[src/rtl/axis_controller_mux_pkg.sv]
// Shared definitions for the axis_controller_mux command generator.
//   - FSM state encodings (IDLE=0, SEND=1)
//   - width helpers: slot word width, command word width, channel index width
package axis_controller_mux_pkg;

  localparam logic [0:0] ST_IDLE = 1'b0;
  localparam logic [0:0] ST_SEND = 1'b1;

  // One slot carries {addr, data} for a single channel.
  function automatic int calc_slot_w(input int addr_w, input int data_w);
    return addr_w + data_w;
  endfunction

  // Command word: constant header above CHANNELS slots.
  function automatic int calc_out_w(input int header_w, input int channels,
                                    input int addr_w, input int data_w);
    return header_w + channels * (addr_w + data_w);
  endfunction

  // Width of the channel index; a single-channel build still needs one bit.
  function automatic int calc_idx_w(input int channels);
    return (channels > 1) ? $clog2(channels) : 1;
  endfunction

endpackage

[src/rtl/axis_controller_slot.sv]
// Combinational slot builder: selects channel index_i from the multi-channel
// sample and pairs it with that channel's register address.
// Ports:
//   index_i   channel index
//   sample_i  multi-channel sample, ch i at bits [(i+1)*DATA_WIDTH-1 : i*DATA_WIDTH]
//   slot_o    {addr(index_i), data(index_i)}
module axis_controller_slot
  import axis_controller_mux_pkg::*;
#(
  parameter int                    CHANNELS   = 2,
  parameter int                    DATA_WIDTH = 16,
  parameter int                    ADDR_WIDTH = 8,
  parameter logic [ADDR_WIDTH-1:0] ADDR_BASE  = 8'h11,
  parameter logic [ADDR_WIDTH-1:0] ADDR_STEP  = 8'h03,
  parameter int                    IDX_W      = calc_idx_w(CHANNELS)
) (
  input  logic [IDX_W-1:0]                 index_i,
  input  logic [CHANNELS*DATA_WIDTH-1:0]   sample_i,
  output logic [ADDR_WIDTH+DATA_WIDTH-1:0] slot_o
);

  logic [ADDR_WIDTH-1:0] idx_ext_s;
  logic [ADDR_WIDTH-1:0] addr_s;
  logic [DATA_WIDTH-1:0] data_s;

  // Address arithmetic wraps modulo 2^ADDR_WIDTH, so truncating the index first is harmless.
  assign idx_ext_s = ADDR_WIDTH'(index_i);
  assign addr_s    = ADDR_BASE + idx_ext_s * ADDR_STEP;

  // Channel data select; an out-of-range index yields zero data.
  always_comb begin
    data_s = {DATA_WIDTH{1'b0}};
    for (int c = 0; c < CHANNELS; c++) begin
      if (index_i == IDX_W'(c)) begin
        data_s = sample_i[c*DATA_WIDTH +: DATA_WIDTH];
      end else begin
        data_s = data_s;
      end
    end
  end

  assign slot_o = {addr_s, data_s};

endmodule

[src/rtl/axis_controller_mux.sv]
// Rate-limited AXI-Stream register-write command generator.
// Accepts one multi-channel sample at most every cfg_period+1 cycles and emits
// {HEADER, slots} command words, either all channels in one beat (packed) or
// one channel per beat (sequential), with downstream backpressure and tlast.
// Ports:
//   aclk, areset      clock, synchronous active-high reset
//   cfg_period        minimum acceptance spacing minus one
//   cfg_mode          0 = packed, 1 = sequential
//   s_axis_*          sample input stream
//   m_axis_*          command output stream (registered)
//   sts_busy          not IDLE or rate counter still running
module axis_controller_mux
  import axis_controller_mux_pkg::*;
#(
  parameter int                      CHANNELS     = 2,
  parameter int                      DATA_WIDTH   = 16,
  parameter int                      ADDR_WIDTH   = 8,
  parameter logic [ADDR_WIDTH-1:0]   ADDR_BASE    = 8'h11,
  parameter logic [ADDR_WIDTH-1:0]   ADDR_STEP    = 8'h03,
  parameter int                      HEADER_WIDTH = 48,
  parameter logic [HEADER_WIDTH-1:0] HEADER       = 48'h000000250000,
  parameter int                      CNTR_WIDTH   = 32
) (
  input  logic                                                          aclk,
  input  logic                                                          areset,
  input  logic [CNTR_WIDTH-1:0]                                         cfg_period,
  input  logic                                                          cfg_mode,
  input  logic [CHANNELS*DATA_WIDTH-1:0]                                s_axis_tdata,
  input  logic                                                          s_axis_tvalid,
  output logic                                                          s_axis_tready,
  output logic [HEADER_WIDTH+CHANNELS*(ADDR_WIDTH+DATA_WIDTH)-1:0]      m_axis_tdata,
  output logic                                                          m_axis_tvalid,
  input  logic                                                          m_axis_tready,
  output logic                                                          m_axis_tlast,
  output logic                                                          sts_busy
);

  localparam int SLOT_W = calc_slot_w(ADDR_WIDTH, DATA_WIDTH);
  localparam int OUT_W  = calc_out_w(HEADER_WIDTH, CHANNELS, ADDR_WIDTH, DATA_WIDTH);
  localparam int IDX_W  = calc_idx_w(CHANNELS);
  localparam logic [IDX_W-1:0] LAST_IDX = IDX_W'(CHANNELS - 1);

  // Registered state
  logic [0:0]                   state_q,   state_d;
  logic [CNTR_WIDTH-1:0]        counter_q, counter_d;
  logic [IDX_W-1:0]             index_q,   index_d;
  logic [CHANNELS*DATA_WIDTH-1:0] sample_q, sample_d;
  logic                         mode_q,    mode_d;
  logic [OUT_W-1:0]             tdata_q,   tdata_d;
  logic                         tvalid_q,  tvalid_d;
  logic                         tlast_q,   tlast_d;

  // Next-beat construction
  logic                           accept_s;
  logic                           next_mode_s;
  logic [CHANNELS*DATA_WIDTH-1:0] src_sample_s;
  logic [IDX_W-1:0]               seq_index_s;
  logic                           seq_last_s;
  logic [SLOT_W-1:0]              seq_slot_s;
  logic [CHANNELS*SLOT_W-1:0]     packed_slots_s;
  logic [OUT_W-1:0]               packed_beat_s;
  logic [OUT_W-1:0]               seq_beat_s;
  logic [OUT_W-1:0]               next_beat_s;

  assign s_axis_tready = ~areset & (state_q == ST_IDLE) & (counter_q == {CNTR_WIDTH{1'b0}});
  assign accept_s      = s_axis_tvalid & s_axis_tready;

  // The output is registered, so the next beat is built from the incoming
  // sample on acceptance and from the latched copy while sending.
  assign src_sample_s = accept_s ? s_axis_tdata : sample_q;
  assign next_mode_s  = accept_s ? cfg_mode : mode_q;
  assign seq_index_s  = accept_s ? {IDX_W{1'b0}} : (index_q + IDX_W'(1));
  assign seq_last_s   = (seq_index_s == LAST_IDX);

  for (genvar c = 0; c < CHANNELS; c++) begin : g_packed_slot
    axis_controller_slot #(
      .CHANNELS   (CHANNELS),
      .DATA_WIDTH (DATA_WIDTH),
      .ADDR_WIDTH (ADDR_WIDTH),
      .ADDR_BASE  (ADDR_BASE),
      .ADDR_STEP  (ADDR_STEP),
      .IDX_W      (IDX_W)
    ) u_slot (
      .index_i  (IDX_W'(c)),
      .sample_i (src_sample_s),
      .slot_o   (packed_slots_s[c*SLOT_W +: SLOT_W])
    );
  end

  axis_controller_slot #(
    .CHANNELS   (CHANNELS),
    .DATA_WIDTH (DATA_WIDTH),
    .ADDR_WIDTH (ADDR_WIDTH),
    .ADDR_BASE  (ADDR_BASE),
    .ADDR_STEP  (ADDR_STEP),
    .IDX_W      (IDX_W)
  ) u_seq_slot (
    .index_i  (seq_index_s),
    .sample_i (src_sample_s),
    .slot_o   (seq_slot_s)
  );

  // Assemble packed and sequential beats; sequential keeps only slot 0 populated.
  always_comb begin
    packed_beat_s = {HEADER, packed_slots_s};
    seq_beat_s    = {OUT_W{1'b0}};
    seq_beat_s[SLOT_W-1:0] = seq_slot_s;
    seq_beat_s[OUT_W-1 -: HEADER_WIDTH] = HEADER;
    if (next_mode_s) begin
      next_beat_s = seq_beat_s;
    end else begin
      next_beat_s = packed_beat_s;
    end
  end

  // Rate counter: reloads on acceptance, otherwise counts down to zero and holds.
  always_comb begin
    if (accept_s) begin
      counter_d = cfg_period;
    end else if (counter_q != {CNTR_WIDTH{1'b0}}) begin
      counter_d = counter_q - CNTR_WIDTH'(1);
    end else begin
      counter_d = counter_q;
    end
  end

  // FSM next-state and output-register next values.
  always_comb begin
    state_d  = state_q;
    index_d  = index_q;
    sample_d = sample_q;
    mode_d   = mode_q;
    tdata_d  = tdata_q;
    tvalid_d = tvalid_q;
    tlast_d  = tlast_q;
    case (state_q)
      ST_IDLE: begin
        if (accept_s) begin
          state_d  = ST_SEND;
          sample_d = s_axis_tdata;
          mode_d   = cfg_mode;
          index_d  = {IDX_W{1'b0}};
          tdata_d  = next_beat_s;
          tvalid_d = 1'b1;
          tlast_d  = cfg_mode ? seq_last_s : 1'b1;
        end else begin
          tvalid_d = 1'b0;
        end
      end
      ST_SEND: begin
        if (m_axis_tready) begin
          if (tlast_q) begin
            state_d  = ST_IDLE;
            tvalid_d = 1'b0;
            tlast_d  = 1'b0;
          end else begin
            // Only sequential mode reaches here: present the next channel without a gap.
            index_d = seq_index_s;
            tdata_d = next_beat_s;
            tlast_d = seq_last_s;
          end
        end else begin
          tvalid_d = tvalid_q;
        end
      end
      default: begin
        state_d  = ST_IDLE;
        tvalid_d = 1'b0;
        tlast_d  = 1'b0;
      end
    endcase
  end

  // State registers with synchronous reset; reset drops any beat in flight.
  always_ff @(posedge aclk) begin
    if (areset) begin
      state_q   <= ST_IDLE;
      counter_q <= {CNTR_WIDTH{1'b0}};
      index_q   <= {IDX_W{1'b0}};
      sample_q  <= {(CHANNELS*DATA_WIDTH){1'b0}};
      mode_q    <= 1'b0;
      tdata_q   <= {OUT_W{1'b0}};
      tvalid_q  <= 1'b0;
      tlast_q   <= 1'b0;
    end else begin
      state_q   <= state_d;
      counter_q <= counter_d;
      index_q   <= index_d;
      sample_q  <= sample_d;
      mode_q    <= mode_d;
      tdata_q   <= tdata_d;
      tvalid_q  <= tvalid_d;
      tlast_q   <= tlast_d;
    end
  end

  assign m_axis_tdata  = tdata_q;
  assign m_axis_tvalid = tvalid_q;
  assign m_axis_tlast  = tlast_q;
  assign sts_busy      = (state_q != ST_IDLE) | (counter_q != {CNTR_WIDTH{1'b0}});

endmodule

[config.mk]
export PLATFORM = sky130hd
export DESIGN_NAME = axis_controller_mux
export DESIGN_NICKNAME = d
export VERILOG_FILES = /design/src/rtl/axis_controller_mux_pkg.sv /design/src/rtl/axis_controller_slot.sv /design/src/rtl/axis_controller_mux.sv
export SDC_FILE = /design/constraint.sdc
export NUM_CORES = 1
export LEC_CHECK = 0
export CORE_MARGIN = 4
export CORE_UTILIZATION = 45
export CTS_BUF_LIST = sky130_fd_sc_hd__clkbuf_4 sky130_fd_sc_hd__clkbuf_8 sky130_fd_sc_hd__clkbuf_16
export DETAILED_ROUTE_END_ITERATION = 10
export GPL_TIMING_DRIVEN = 1
export PLACE_DENSITY = 0.86
export SLEW_MARGIN = 20
export SYNTH_ARGS = -nofsm -noshare
export SYNTH_HDL_FRONTEND = slang
export SYNTH_SLANG_ARGS = --single-unit
[constraint.sdc]
create_clock -name aclk -period 3.3 [get_ports aclk]
set_input_delay 0.33 -clock aclk [delete_from_list [all_inputs] [get_ports aclk]]
set_output_delay 0.33 -clock aclk [all_outputs]
set_load 0.05 [all_outputs]
Word level (Yosys, flattened, before mapping)
Index checks and enable logic that the tools add are counted.
{"block": "totals", "regBits": 165, "word_cells": 55}
{"block": "op_classes", "n_reduce_logical": 6, "add_sub_neg": 3, "multipliers": 1, "eq_ne": 4, "bitwise_logic": 6, "n_mux": 27}
{"op": "96-bit 2-to-1 mux", "count": 3}
{"op": "96-bit one-hot mux with 2 select lines", "count": 1}
{"op": "32-bit 2-to-1 mux", "count": 3}
{"op": "45-bit 2-to-1 mux", "count": 1}
{"op": "32-bit logical NOT", "count": 1}
{"op": "32-bit nonzero test", "count": 1}
{"op": "32-bit by 1-bit subtractor with 32-bit output (second input constant)", "count": 1}
{"op": "16-bit 2-to-1 mux", "count": 1}
{"op": "1-bit 2-to-1 mux", "count": 14}
{"op": "5-bit by 8-bit adder with 8-bit output (first input constant)", "count": 1}
{"op": "1-bit one-hot mux with 2 select lines", "count": 4}
{"op": "2-bit != test (second input constant)", "count": 3}
{"op": "2-bit AND reduction", "count": 2}
{"op": "1-bit bitwise AND", "count": 3}
{"op": "1-bit by 2-bit multiplier with 3-bit output (second input constant)", "count": 1}
{"op": "3-bit AND reduction", "count": 1}
{"op": "2-bit by 1-bit != test with 1-bit output (second input constant)", "count": 1}
{"op": "1-bit inverter", "count": 2}
{"op": "2-bit nonzero test", "count": 1}
{"op": "1-bit adder (second input constant)", "count": 1}
{"op": "1-bit OR", "count": 1}

Depth between registers and ports, before layout
{"block": "logic_depth", "word_depth": 11, "mapped_depth": 9, "mapped_depth_nobuf": 7}

Cells and area by module
From an unflattened synthesis, not the netlist that was laid out.
{"block": "hier_totals", "hier_cells": 797, "hier_area_um2": 6492.5}
{"mod": "axis_controller_mux", "cells_each": 713, "n_inst": 1, "area_each_um2": 5565.3}
{"mod": "axis_controller_slot", "cells_each": 28, "n_inst": 3, "area_each_um2": 309.0}

Worst setup path before layout
No wires, ideal clock.
{"block": "synth_path", "path_kind": "register to output", "startpoint": "reg counter_q[0]", "endpoint": "out s_axis_tready", "path_stages_with_launch": 8, "t_required_ns": 2.970, "slack_ns": 0.334, "n_path_buf": 0, "arrival_time_ns": 2.636, "path_cell_list": "dfxtp_1 -> inv_1 -> ha_1 -> nor3b_1 -> nand4_1 -> nor3_2 -> nand2b_1 -> nor2_1"}
{"block": "synth_via", "elab_chain_cells": 2}
{"element": "start, declared", "line": "axis_controller_mux.sv:45", "text": "logic [CNTR_WIDTH-1:0] counter_q, counter_d;"}
{"element": "start signal, assigned", "line": "axis_controller_mux.sv:178", "text": "counter_q <= {CNTR_WIDTH{1'b0}};"}
{"element": "start signal, assigned", "line": "axis_controller_mux.sv:187", "text": "counter_q <= counter_d;"}
{"element": "32-bit logical NOT", "line": "axis_controller_mux.sv:65", "text": "assign s_axis_tready = ~areset & (state_q == ST_IDLE) & (counter_q == {CNTR_WIDTH{1'b0}});"}
{"element": "1-bit bitwise AND", "line": "axis_controller_mux.sv:65"}
{"element": "end, declared", "line": "axis_controller_mux.sv:30", "text": "output logic s_axis_tready,"}
No other way between the ends.

Final worst setup path
{"block": "layout_path", "startpoint": "reg counter_q[27]", "endpoint": "out sts_busy"}
{"block": "layout_via", "elab_chain_cells": 2}
{"element": "32-bit nonzero test", "line": "axis_controller_mux.sv:200", "text": "assign sts_busy = (state_q != ST_IDLE) | (counter_q != {CNTR_WIDTH{1'b0}});"}
{"element": "1-bit OR", "line": "axis_controller_mux.sv:200"}
{"element": "end, declared", "line": "axis_controller_mux.sv:35", "text": "output logic sts_busy"}
No other way between the ends.

==> out/qor.txt <==
fmax: 346 MHz
hold crit path type: in -> reg
Worst slew margin: 0.282
row count: 39
post-synthesis register bit count: 105
Final min period: 2.89 ns
ANT cells: 0
pwr dens: 767 nW/um^2
crit start category: flip-flop
Die Span X: 118 um
Final nets: 829
drc violations: 0
pre-CTS WS: 0.751 ns
drt first pass iters: 4
final wirelength: 13.8 mm
max-slew violations: 0
post-synthesis cell count: 672
critical path's top delay family: simple AND/OR/NAND/NOR gates
antenna violations before repair: 0
chip height: 118 um
Clk Latency, worst-skew pair: 0.35 ns
prevailing post-synth register cell: dfxtp_1
CP endpoint kind: primary output
Post-synth EDFFs: 0
largest fanout on the critical path: 5
main combinational cell family by area after synthesis: simple AND/OR/NAND/NOR gates
Distinct cells, synth: 55
DR vias: 4871
Layout Skew: 0.0136 ns
Synth Area in Simple Gates: 0.245
crit path cell chain: nor4_1, nand3b_1, nor3_2, nand2b_1, clkdlybuf4s50_1
worst reg2reg endpoint: m_axis_tlast$_SDFFE_PP0P_
CTS sink count: 105
Post-Synth Adder-Cell Area: 0.00232
TritonCTS buffer count: 9
Worst VDD drop: 0.000447 V
Die ar.: 13800 sq um
Clock transition at path regs: 0.07 ns
Synth Warn #: 0
Setup Buffers After CTS: 0
worst hold path endpoint: counter_q[4]$_SDFFE_PP0P_
Routed Antenna Nets: 0
Total GRT Usage: 0.189
xor and xnor area share after synthesis: 0.0243
largest net degree at the start of global routing: 89
R2R Setup Slk: 0.68 ns
leakage: 0.00230 uW
Final WS setup: 0.412 ns
CTS Hold Bufs: 0
Synth Area in Compound Gates: 0.182
Slew @ Worst Pin: 1.07 ns
initial core utilization: 0.467
Vias/cell: 5.37
# resized after CTS: 0
worst setup path start: counter_q[27]$_SDFFE_PP0P_
outcome: finished clean
TritonCTS clock tree: built
vias in the first global route: 4415
Crit path required time: 2.97 ns
post-synthesis sequential area ratio: 0.389
Syn Std Cell Area: 5400 sq um
dpl hpwl: 9.47 mm
RSZ-0062 raised after global routing: false
reg2reg start: counter_q[0]$_SDFFE_PP0P_
worst min-delay path startpoint: areset
Avg WL per Cell: 15.3 um
total grt overflow: 0
synth-to-layout area growth: 23.6%
Reg2Reg Depth: 9
Final setup viols: 0
Final GP Congestion: 0.867
async set-reset flop share out of synthesis: 0
critical path class: reg -> out
CP max stage delay: 0.71 ns
setup TNS: 0 ns
WP buf/inv: 1
clk buf depth: 2
CTS Root Buffer Type: clkbuf_16
slowest CP cell: clkdlybuf4s50_1
final hold violation count: 0
share of cells above drive strength 1: 0.0628
proportion of synthesized area in mux cells: 0.0336
IO Count: 169
mean post-synth cell area: 8.03 sq um
H-Tree Depth: 3
Max-Cap Viols: 0
DRT iter0 DRCs: 284
Final Cycle Share: 0.875
hold depth: 2
PortBufs: 112
CORE AREA: 11600 sq um
first-pass GRT wire length: 22.0 mm
Crit path arrival time: 2.56 ns
## stage by stage
stage | power, uW | instance area, sq um | util | hold WS [ns] | instances
after detailed placement | 4040 | 6370 | 0.551 | 0.444 | 891
after global routing | 5430 | 6670 | 0.577 | 0.352 | 907
final | 5120 | 6670 | 0.577 | 0.347 | 907
after CTS | 5100 | 6670 | 0.577 | 0.345 | 907
after global placement | 4010 | 6370 | 0.551 | 0.442 | 891
after floorplan | 3510 | 5600 | - | 0.431 | 727
## sequential cells by signal, indices dropped and copies added, names as in the netlist
name,cells
counter_q,32
mode_q,1
m_axis_tlast,1
index_q,1
state_q,1
sample_q,32
m_axis_tdata,36
m_axis_tvalid,1
## kinds of logic after synthesis
family | after synthesis
simple gates | 263
compound gates | 161
buf+inv | 108
flops | 105
mux | 18
xor+xnor | 15
fa+ha+maj | 1
other cells | 1
## layout make-up
cell class | count | area (sq um)
sequential | 105 | 2100
multi-input combinational | 514 | 2850
fill | 1010 | 4890
clock buffer | 9 | 225
tap | 143 | 179
timing repair buffer | 125 | 1220
inverter | 4 | 15.0
clock inverter | 7 | 73.8
## cells in the mapped netlist, types with 7 or more instances
cell type | n | area (sq um)
nand3b_1 | 20 | 150
a21oi_1 | 86 | 430
nand2b_1 | 18 | 113
xor2_1 | 8 | 70.1
nand2_1 | 141 | 529
buf_4 | 65 | 488
dfxtp_1 | 105 | 2100
clkbuf_1 | 34 | 128
o21ai_0 | 19 | 95.1
o211ai_1 | 16 | 120
nor3_1 | 15 | 75.1
nand3_1 | 10 | 50.1
xnor2_1 | 7 | 61.3
mux2i_1 | 17 | 170
nor2_1 | 19 | 71.3
nor4_1 | 9 | 56.3
## layer usage
| metal | vias up | GRT usage | part of all wire | wire [um] |
|---|---|---|---|---|
| met4 | 0 | 0.0696 | 0.027 | 376 |
| met3 | 26 | 0.0245 | 0.058 | 801 |
| met5 | - | 0 | 0 | 0 |
| met1 | 2250 | 0.263 | 0.46 | 6400 |
| met2 | 192 | 0.303 | 0.45 | 6260 |
| li1 | 2403 | - | - | - |
## power by group
group / switching, uW / internal (uW) / leakage, uW / total, uW
combinational: 1510 / 863 / 0.00131 / 2370
sequential: 230 / 1470 / 0.000850 / 1710
clock: 514 / 533 / 0.000143 / 1050
## how the worst max path moves through the flow
stage                                      endpoint  slack (ns)  cells past startpoint
after floorplan                       s_axis_tready        0.33                      7
after global placement    counter_q[2]$_SDFFE_PP0P_        0.79                      9
after detailed placement  m_axis_tlast$_SDFFE_PP0P_        0.75                      9
after CTS                                  sts_busy        0.41                      5
after global routing                       sts_busy        0.20                      7
final                                      sts_busy        0.41                      5
## placed cells by master (no fill, tap or decap), types with 2 or more instances in the layout
| cell | n |
|---|---|
| clkdlybuf4s50_1 | 110 |
| or3b_2 | 2 |
| o31ai_1 | 2 |
| nand2_1 | 141 |
| o21ai_0 | 19 |
| dfxtp_1 | 105 |
| a21oi_1 | 86 |
| a311o_1 | 2 |
| xor2_1 | 8 |
| nand3_1 | 10 |
| nor3_2 | 3 |
| nor3_1 | 15 |
| a22o_1 | 6 |
| clkbuf_16 | 9 |
| inv_1 | 4 |
| conb_1 | 56 |
| nor2_1 | 18 |
| a21boi_1 | 2 |
| nand3b_1 | 20 |
| mux2i_1 | 17 |
| nor4_4 | 2 |
| buf_4 | 13 |
| nand4_1 | 4 |
| a311oi_1 | 5 |
| nand2b_1 | 18 |
| o211ai_1 | 16 |
| nor4_1 | 9 |
| a221oi_1 | 5 |
| a31oi_1 | 3 |
| nor2b_1 | 2 |
| clkinv_8 | 2 |
| a211oi_1 | 6 |
| or4_1 | 3 |
| or3_1 | 4 |
| xnor2_1 | 7 |
| or2_2 | 2 |
Note: power is estimated with default switching activity, not from simulation.
